==> config.mk <==
export PLATFORM = sky130hd
export DESIGN_NAME = falafel_lsu
export DESIGN_NICKNAME = d
export VERILOG_FILES = /design/src/rtl/falafel_lsu.sv
export SDC_FILE = /design/constraint.sdc
export NUM_CORES = 1
export LEC_CHECK = 0
export ABC_AREA = 1
export BUFFER_PORTS_ARGS = -buffer_cell sky130_fd_sc_hd__buf_2
export CORE_AREA = 4 4 224 226
export DETAILED_ROUTE_END_ITERATION = 8
export DIE_AREA = 0 0 228 230
export GPL_TIMING_DRIVEN = 0
export PLACE_DENSITY = 0.63
export RECOVER_POWER = 100
export SLEW_MARGIN = 20
export SYNTH_ARGS = -nofsm -noshare
export SYNTH_HDL_FRONTEND = slang
export SYNTH_SLANG_ARGS = --single-unit
==> constraint.sdc <==
create_clock -name clk_i -period 2.62 [get_ports clk_i]
set_input_delay 0.524 -clock clk_i [delete_from_list [all_inputs] [get_ports clk_i]]
set_output_delay 0.524 -clock clk_i [all_outputs]
set_load 0.02 [all_outputs]
==> src/rtl/falafel_lsu.sv <==
// falafel_lsu: load/store unit serving the falafel allocator core's header requests
// (LOCK, UNLOCK, LOAD, EDIT_SIZE_AND_NEXT_ADDR, EDIT_NEXT_ADDR) over a single-outstanding
// word memory port, returning a one-cycle header response.
// Ports: clk_i/rst_i (sync, active-high); req_from_core_i/lsu_ready_o (request in, accepted
// when val && ready); rsp_to_core_o (one-cycle val + header, never back-pressured);
// mem_req_o/mem_we_o/mem_addr_o/mem_wdata_o held until mem_gnt_i; mem_rvalid_i/mem_rdata_i
// return read data at least one cycle after the grant.
// Optional build macro FALAFEL_LSU_BACKOFF_EN: exponential backoff between failed lock reads.

package falafel_lsu_pkg;
  localparam int DATA_W = 64;

  typedef logic [2:0] lsu_op_t;
  localparam lsu_op_t OP_LOCK                    = 3'd1;
  localparam lsu_op_t OP_UNLOCK                  = 3'd2;
  localparam lsu_op_t OP_LOAD                    = 3'd3;
  localparam lsu_op_t OP_EDIT_SIZE_AND_NEXT_ADDR = 3'd4;
  localparam lsu_op_t OP_EDIT_NEXT_ADDR          = 3'd5;

  typedef struct packed {
    logic [DATA_W-1:0] addr;
    logic [DATA_W-1:0] size;
    logic [DATA_W-1:0] next_addr;
  } header_t;

  typedef struct packed {
    logic    val;
    lsu_op_t lsu_op;
    header_t header;
  } header_req_t;

  typedef struct packed {
    logic    val;
    header_t header;
  } header_rsp_t;
endpackage

module falafel_lsu
  import falafel_lsu_pkg::*;
#(
  parameter logic [DATA_W-1:0] LOCK_ADDR   = '0,
  parameter logic [DATA_W-1:0] NEXT_OFFSET = DATA_W'(DATA_W / 8),
  parameter int                BACKOFF_MAX = 64
) (
  input  logic              clk_i,
  input  logic              rst_i,
  input  header_req_t       req_from_core_i,
  output logic              lsu_ready_o,
  output header_rsp_t       rsp_to_core_o,
  output logic              mem_req_o,
  output logic              mem_we_o,
  output logic [DATA_W-1:0] mem_addr_o,
  output logic [DATA_W-1:0] mem_wdata_o,
  input  logic              mem_gnt_i,
  input  logic              mem_rvalid_i,
  input  logic [DATA_W-1:0] mem_rdata_i
);

  if (BACKOFF_MAX < 1) begin : g_bad_cfg
    $error("falafel_lsu: BACKOFF_MAX must be at least 1");
  end

  typedef enum logic [3:0] {
    IDLE, LD_SIZE, LD_SIZE_W, LD_NEXT, LD_NEXT_W, WR_SIZE, WR_NEXT,
    LK_RD, LK_RD_W, LK_BACKOFF, LK_WR, ULK_WR, RSP
  } state_t;

  state_t            state_q, state_d;
  header_t           hdr_q;
  logic              turn_q;
  logic              accept;
  logic              keep_hdr;
  logic              bo_done;
  logic [DATA_W-1:0] next_field_addr;

  assign accept   = (state_q == IDLE) && !rst_i && req_from_core_i.val;
  // Only LOAD and the two edits return a header; lock traffic responds with zeros.
  assign keep_hdr = (req_from_core_i.lsu_op == OP_LOAD) ||
                    (req_from_core_i.lsu_op == OP_EDIT_SIZE_AND_NEXT_ADDR) ||
                    (req_from_core_i.lsu_op == OP_EDIT_NEXT_ADDR);
  // Wraps modulo 2^DATA_W by construction.
  assign next_field_addr = hdr_q.addr + NEXT_OFFSET;

`ifdef FALAFEL_LSU_BACKOFF_EN
  localparam bit BACKOFF_EN = 1'b1;
  localparam int BO_W       = $clog2(BACKOFF_MAX + 1);

  logic [BO_W-1:0] bo_len_q;
  logic [BO_W-1:0] bo_cnt_q;
  logic [BO_W:0]   bo_len_dbl;

  assign bo_len_dbl = {bo_len_q, 1'b0};
  assign bo_done    = (bo_cnt_q <= BO_W'(1));

  // bo_len_q is the wait to apply after the next failed lock read; it doubles per
  // failure and saturates, and restarts at 1 for every new request.
  always_ff @(posedge clk_i) begin
    if (rst_i) begin
      bo_len_q <= BO_W'(1);
      bo_cnt_q <= '0;
    end else begin
      if (accept) begin
        bo_len_q <= BO_W'(1);
      end
      if ((state_q == LK_RD_W) && mem_rvalid_i && (mem_rdata_i != '0)) begin
        bo_cnt_q <= bo_len_q;
        if (bo_len_dbl >= (BO_W + 1)'(BACKOFF_MAX)) begin
          bo_len_q <= BO_W'(BACKOFF_MAX);
        end else begin
          bo_len_q <= bo_len_dbl[BO_W-1:0];
        end
      end else if (state_q == LK_BACKOFF) begin
        bo_cnt_q <= bo_cnt_q - BO_W'(1);
      end
    end
  end
`else
  localparam bit BACKOFF_EN = 1'b0;
  assign bo_done = 1'b1;
`endif

  always_ff @(posedge clk_i) begin
    if (rst_i) begin
      state_q <= IDLE;
      hdr_q   <= '0;
      turn_q  <= 1'b0;
    end else begin
      state_q <= state_d;
      // One idle bus cycle between the size read and the next_addr read.
      turn_q  <= (state_q == LD_SIZE_W) && mem_rvalid_i;
      if (accept) begin
        hdr_q <= keep_hdr ? req_from_core_i.header : '0;
      end
      if ((state_q == LD_SIZE_W) && mem_rvalid_i) begin
        hdr_q.size <= mem_rdata_i;
      end
      if ((state_q == LD_NEXT_W) && mem_rvalid_i) begin
        hdr_q.next_addr <= mem_rdata_i;
      end
    end
  end

  always_comb begin
    state_d       = state_q;
    lsu_ready_o   = 1'b0;
    rsp_to_core_o = '0;
    mem_req_o     = 1'b0;
    mem_we_o      = 1'b0;
    mem_addr_o    = '0;
    mem_wdata_o   = '0;

    case (state_q)
      IDLE: begin
        lsu_ready_o = 1'b1;
        if (req_from_core_i.val) begin
          case (req_from_core_i.lsu_op)
            OP_LOAD:                    state_d = LD_SIZE;
            OP_EDIT_SIZE_AND_NEXT_ADDR: state_d = WR_SIZE;
            OP_EDIT_NEXT_ADDR:          state_d = WR_NEXT;
            OP_LOCK:                    state_d = LK_RD;
            OP_UNLOCK:                  state_d = ULK_WR;
            default:                    state_d = RSP;
          endcase
        end
      end

      LD_SIZE: begin
        mem_req_o  = 1'b1;
        mem_addr_o = hdr_q.addr;
        if (mem_gnt_i) state_d = LD_SIZE_W;
      end

      LD_SIZE_W: begin
        if (mem_rvalid_i) state_d = LD_NEXT;
      end

      LD_NEXT: begin
        mem_req_o  = !turn_q;
        mem_addr_o = next_field_addr;
        if (!turn_q && mem_gnt_i) state_d = LD_NEXT_W;
      end

      LD_NEXT_W: begin
        if (mem_rvalid_i) state_d = RSP;
      end

      WR_SIZE: begin
        mem_req_o   = 1'b1;
        mem_we_o    = 1'b1;
        mem_addr_o  = hdr_q.addr;
        mem_wdata_o = hdr_q.size;
        if (mem_gnt_i) state_d = WR_NEXT;
      end

      WR_NEXT: begin
        mem_req_o   = 1'b1;
        mem_we_o    = 1'b1;
        mem_addr_o  = next_field_addr;
        mem_wdata_o = hdr_q.next_addr;
        if (mem_gnt_i) state_d = RSP;
      end

      LK_RD: begin
        mem_req_o  = 1'b1;
        mem_addr_o = LOCK_ADDR;
        if (mem_gnt_i) state_d = LK_RD_W;
      end

      LK_RD_W: begin
        if (mem_rvalid_i) begin
          if (mem_rdata_i != '0) begin
            state_d = BACKOFF_EN ? LK_BACKOFF : LK_RD;
          end else begin
            state_d = LK_WR;
          end
        end
      end

      LK_BACKOFF: begin
        if (bo_done) state_d = LK_RD;
      end

      LK_WR: begin
        mem_req_o   = 1'b1;
        mem_we_o    = 1'b1;
        mem_addr_o  = LOCK_ADDR;
        mem_wdata_o = DATA_W'(1);
        if (mem_gnt_i) state_d = RSP;
      end

      ULK_WR: begin
        mem_req_o   = 1'b1;
        mem_we_o    = 1'b1;
        mem_addr_o  = LOCK_ADDR;
        mem_wdata_o = '0;
        if (mem_gnt_i) state_d = RSP;
      end

      RSP: begin
        rsp_to_core_o.val    = 1'b1;
        rsp_to_core_o.header = hdr_q;
        state_d              = IDLE;
      end

      default: state_d = IDLE;
    endcase

    // Outputs are quiet during the reset cycle regardless of the current state.
    if (rst_i) begin
      state_d       = IDLE;
      lsu_ready_o   = 1'b0;
      rsp_to_core_o = '0;
      mem_req_o     = 1'b0;
      mem_we_o      = 1'b0;
      mem_addr_o    = '0;
      mem_wdata_o   = '0;
    end
  end

endmodule

==> flow_summary.ini <==
[synthesis]
netlist_top_cells_area = dfxtp_1 29%, nand2_1 18%, nor2_1 9.2%, nand4_1 6.8%, inv_1 6.6%
ys_ff_latch = 197
synthesis.area_um2 = 13800
yosysSeqAreaShare_pct = 28.6
async_flop_share_pct = 0
yosysUniqueCellTypes = 42
post_synth.cell_area_avg_um2 = 5.89
ys.warnings.count = 0
syn_nets = 2607
synth_largest_area_cell = dfxtp_1
ys.flop_type = dfxtp_1
yosys.area.top_type_share_pct = 28.6
synthCells = 2342
number_of_enable_type_register_cells_in_the_synthesized_netlist = 0

[drt]
wirelength_um = 92100
antenna_left = 0
detail_route.iter0.violations = 2061
drt_pass1_iterations = 6
drcViolationCount = 0
via_count = 21023
avgRoutedWirePerCell_um = 24.7
vias_per_cell = 5.64

[worst_setup_path]
crit_path_max_delay_family = buffers and inverters
arrival_time_of_data_at_the_critical_path_endpoint_ns = 2.41
critPathCaptureType = output port
slowest_delay_ns = 0.37
setup.worst_path.class = flop to output port
critPathSlowestCell = dfxtp_4
crit_path_start_kind = flop
worst_ep_required_time_ns = 2.10
cp_max_fo = 7
crit_chain = buf_6 > nand2_4 > inv_4 > buf_12 > nand3_4 > nor2_4 > buf_12 > buf_6 > a21oi_4 > o21ai_2 > a21oi_2 > buf_4
worst_path_buf_inv = 6

[cts]
clockBufferDepth = 2
clock_tree_from_tritoncts = done
hold_buf_count_cts = 0
clk_pin_slew_ns = 0.08
cts.htree.levels = 4
clkSinkCount = 197
cts_root_buf = clkbuf_16
insertion_delay_ns = 0.52
cts-buffers-inserted = 17

[die]
floorplan.initialDensity_pct = 28.5
die_area_um2 = 52400
core_region_area_um2 = 48300
die_x_um = 228
top_level_ports = 588
placement_rows = 81
chipHeight_um = 230

[timing]
post-route-min-period_ns = 2.93
timing_worst_slew_pin_value_ns = 0.983
slew_viol_final = 0
post-route-worst-setup-slack_ns = -0.314
setup_violations = 278
max_freq_ghz = 0.341
slew_headroom_pct = 34.5
timing.final.hold_violations = 0
rsz0062_at_grt = yes
skew_ns = 0.0381
min_period_over_period_pct = 112

[global_routing]
grt_util_overall_pct = 30.7
grt_pass1_wl_um = 122000
global_route_total_overflow = 0
maximum_number_of_pins_on_one_net_before_global_route_repair = 21
grt_antenna_before_repair = 22
first_global_vias = 18913

[finish]
layout.cells.most_common = nand2_1
final_cell_mix = 577 x nand2_1, 343 x buf_2, 245 x buf_6
fin_area_um2 = 24900
nets = 3345
syn2layout_area_growth_pct = 80.8
layout-drive-gt1-share_pct = 47.0
final_core_utilization_pct = 51.6
fillCellCount = 4608

[placed_design]
gp_routability_congestion = 1.09
placed_cell_area_um2 = 17500
port_buffers = 586
dp_hpwl_um = 66200

[power]
worst_ir_drop_vdd_mv = 0.419
leakage_nw = 9.29
powerDensity_nw_per_um2 = 466

[status]
violated_checks = setup timing
outcome = finished with violations

[job]
max-cap-violations = 0

[min_path]
min_path_type = input pin to flop
[layer usage]
metal	wire length (um)	part of all wire (%)	up-vias	global-route usage, %
met5	87	0.095	-	0
met4	6030	6.6	18	17.3
met3	8950	9.7	375	7.27
met2	43700	48	1441	50.9
met1	33200	36	9931	36.5
li1	-	-	9258	-
[cell families after synthesis]
kind of cell | Yosys count | share of synthesized area, %
AO/OA/AOI/OAI | 402 | 17.2
AND/OR/NAND/NOR | 1317 | 40.9
buffers and inverters | 424 | 13.1
flip-flops | 197 | 28.6
adder cells (fa/ha/maj) | 1 | 0.0907
XOR/XNOR | 1 | 0.0635
[path summary, 6_finish.rpt]
| check | start | endpoint | slack (ns) | cells past startpoint |
|---|---|---|---|---|
| setup reg to reg | state_q[1] | hdr_q[145] | -0.17 | 11 |
| hold reg to reg | hdr_q[64] | hdr_q[64] | 0.50 | 2 |
| hold / removal | req_from_core_i[128] | hdr_q[128] | 0.24 | 3 |
| setup / recovery | hdr_q[137] | mem_addr_o[17] | -0.31 | 12 |
[synth_stat cells, types with 2 or more instances]
master	count
a211oi_1	48
a21oi_1	168
a221oi_1	4
a22oi_1	2
a31oi_1	128
and2_1	3
buf_1	11
buf_2	70
buf_4	15
buf_6	10
clkbuf_1	62
dfxtp_1	197
inv_1	241
inv_2	13
nand2_1	659
nand2_2	5
nand2_4	3
nand3_1	116
nand3_2	4
nand3b_1	2
nand4_1	150
nor2_1	339
nor2_2	8
nor2_4	6
nor3_1	17
o211ai_1	2
o21ai_0	26
o21ai_1	2
o22ai_1	2
o31ai_1	15
or2_2	3
[registers in the layout, indices dropped and copies added (netlist names)]
signal,count
hdr_q,192
state_q,4
turn_q,1
[worst reg2reg max path, stage by stage (launching register included)]
cell and delay, ns:
dfxtp_4 0.38, buf_12 0.13, nor2_4 0.11, clkbuf_4 0.14, nand2_1 0.19, nor2_4 0.15
nand2_1 0.34, clkinv_2 0.37, buf_6 0.25, buf_2 0.31, nand3_1 0.21, o31ai_1 0.13
[final cells by class]
type / count / area [um^2] / share of cell area [%]
diodes: 15 / 37.5 / 0.150
plain buffers: 167 / 1390 / 5.55
clock buffers: 18 / 429 / 1.72
repair inverters: 1 / 6.26 / 0.0251
well taps: 622 / 778 / 3.12
multi-input cells: 1722 / 11100 / 44.3
repair buffers: 718 / 5950 / 23.9
inverters: 256 / 1010 / 4.06
flip-flops and latches: 197 / 4120 / 16.5
clock inverters: 14 / 164 / 0.657
[stage by stage]
stage                     cells  total power, mW  worst slack [ns]  hold WS, ns  TNS, ns
final                      3730             11.6            -0.314        0.239   -24.58
after global routing       3723             12.1            -0.310        0.235   -41.91
after CTS                  3648             10.9            -0.163        0.219    -8.23
after detailed placement   3550             7.47            -0.933        0.488  -119.93
after global placement     3550             7.47            -0.934        0.479  -164.36
after floorplan            2342             6.01             0.312        0.463        0
[repair_timing]
| action | 4_1_cts | 5_1_grt |
|---|---|---|
| setup endpoints to repair | 319 | 287 |
| pin swaps | 82 | 135 |
| resized for setup | 654 | 956 |
| cloned | 7 | 19 |
| setup buffers | 60 | 53 |
[where the power goes]
group	internal, mW	switching, mW	total (mW)
clock	1.28	1.51	2.79
sequential	3.55	0.693	4.25
combinational	1.55	3.04	4.59
Power figures use the tool's default switching activity.
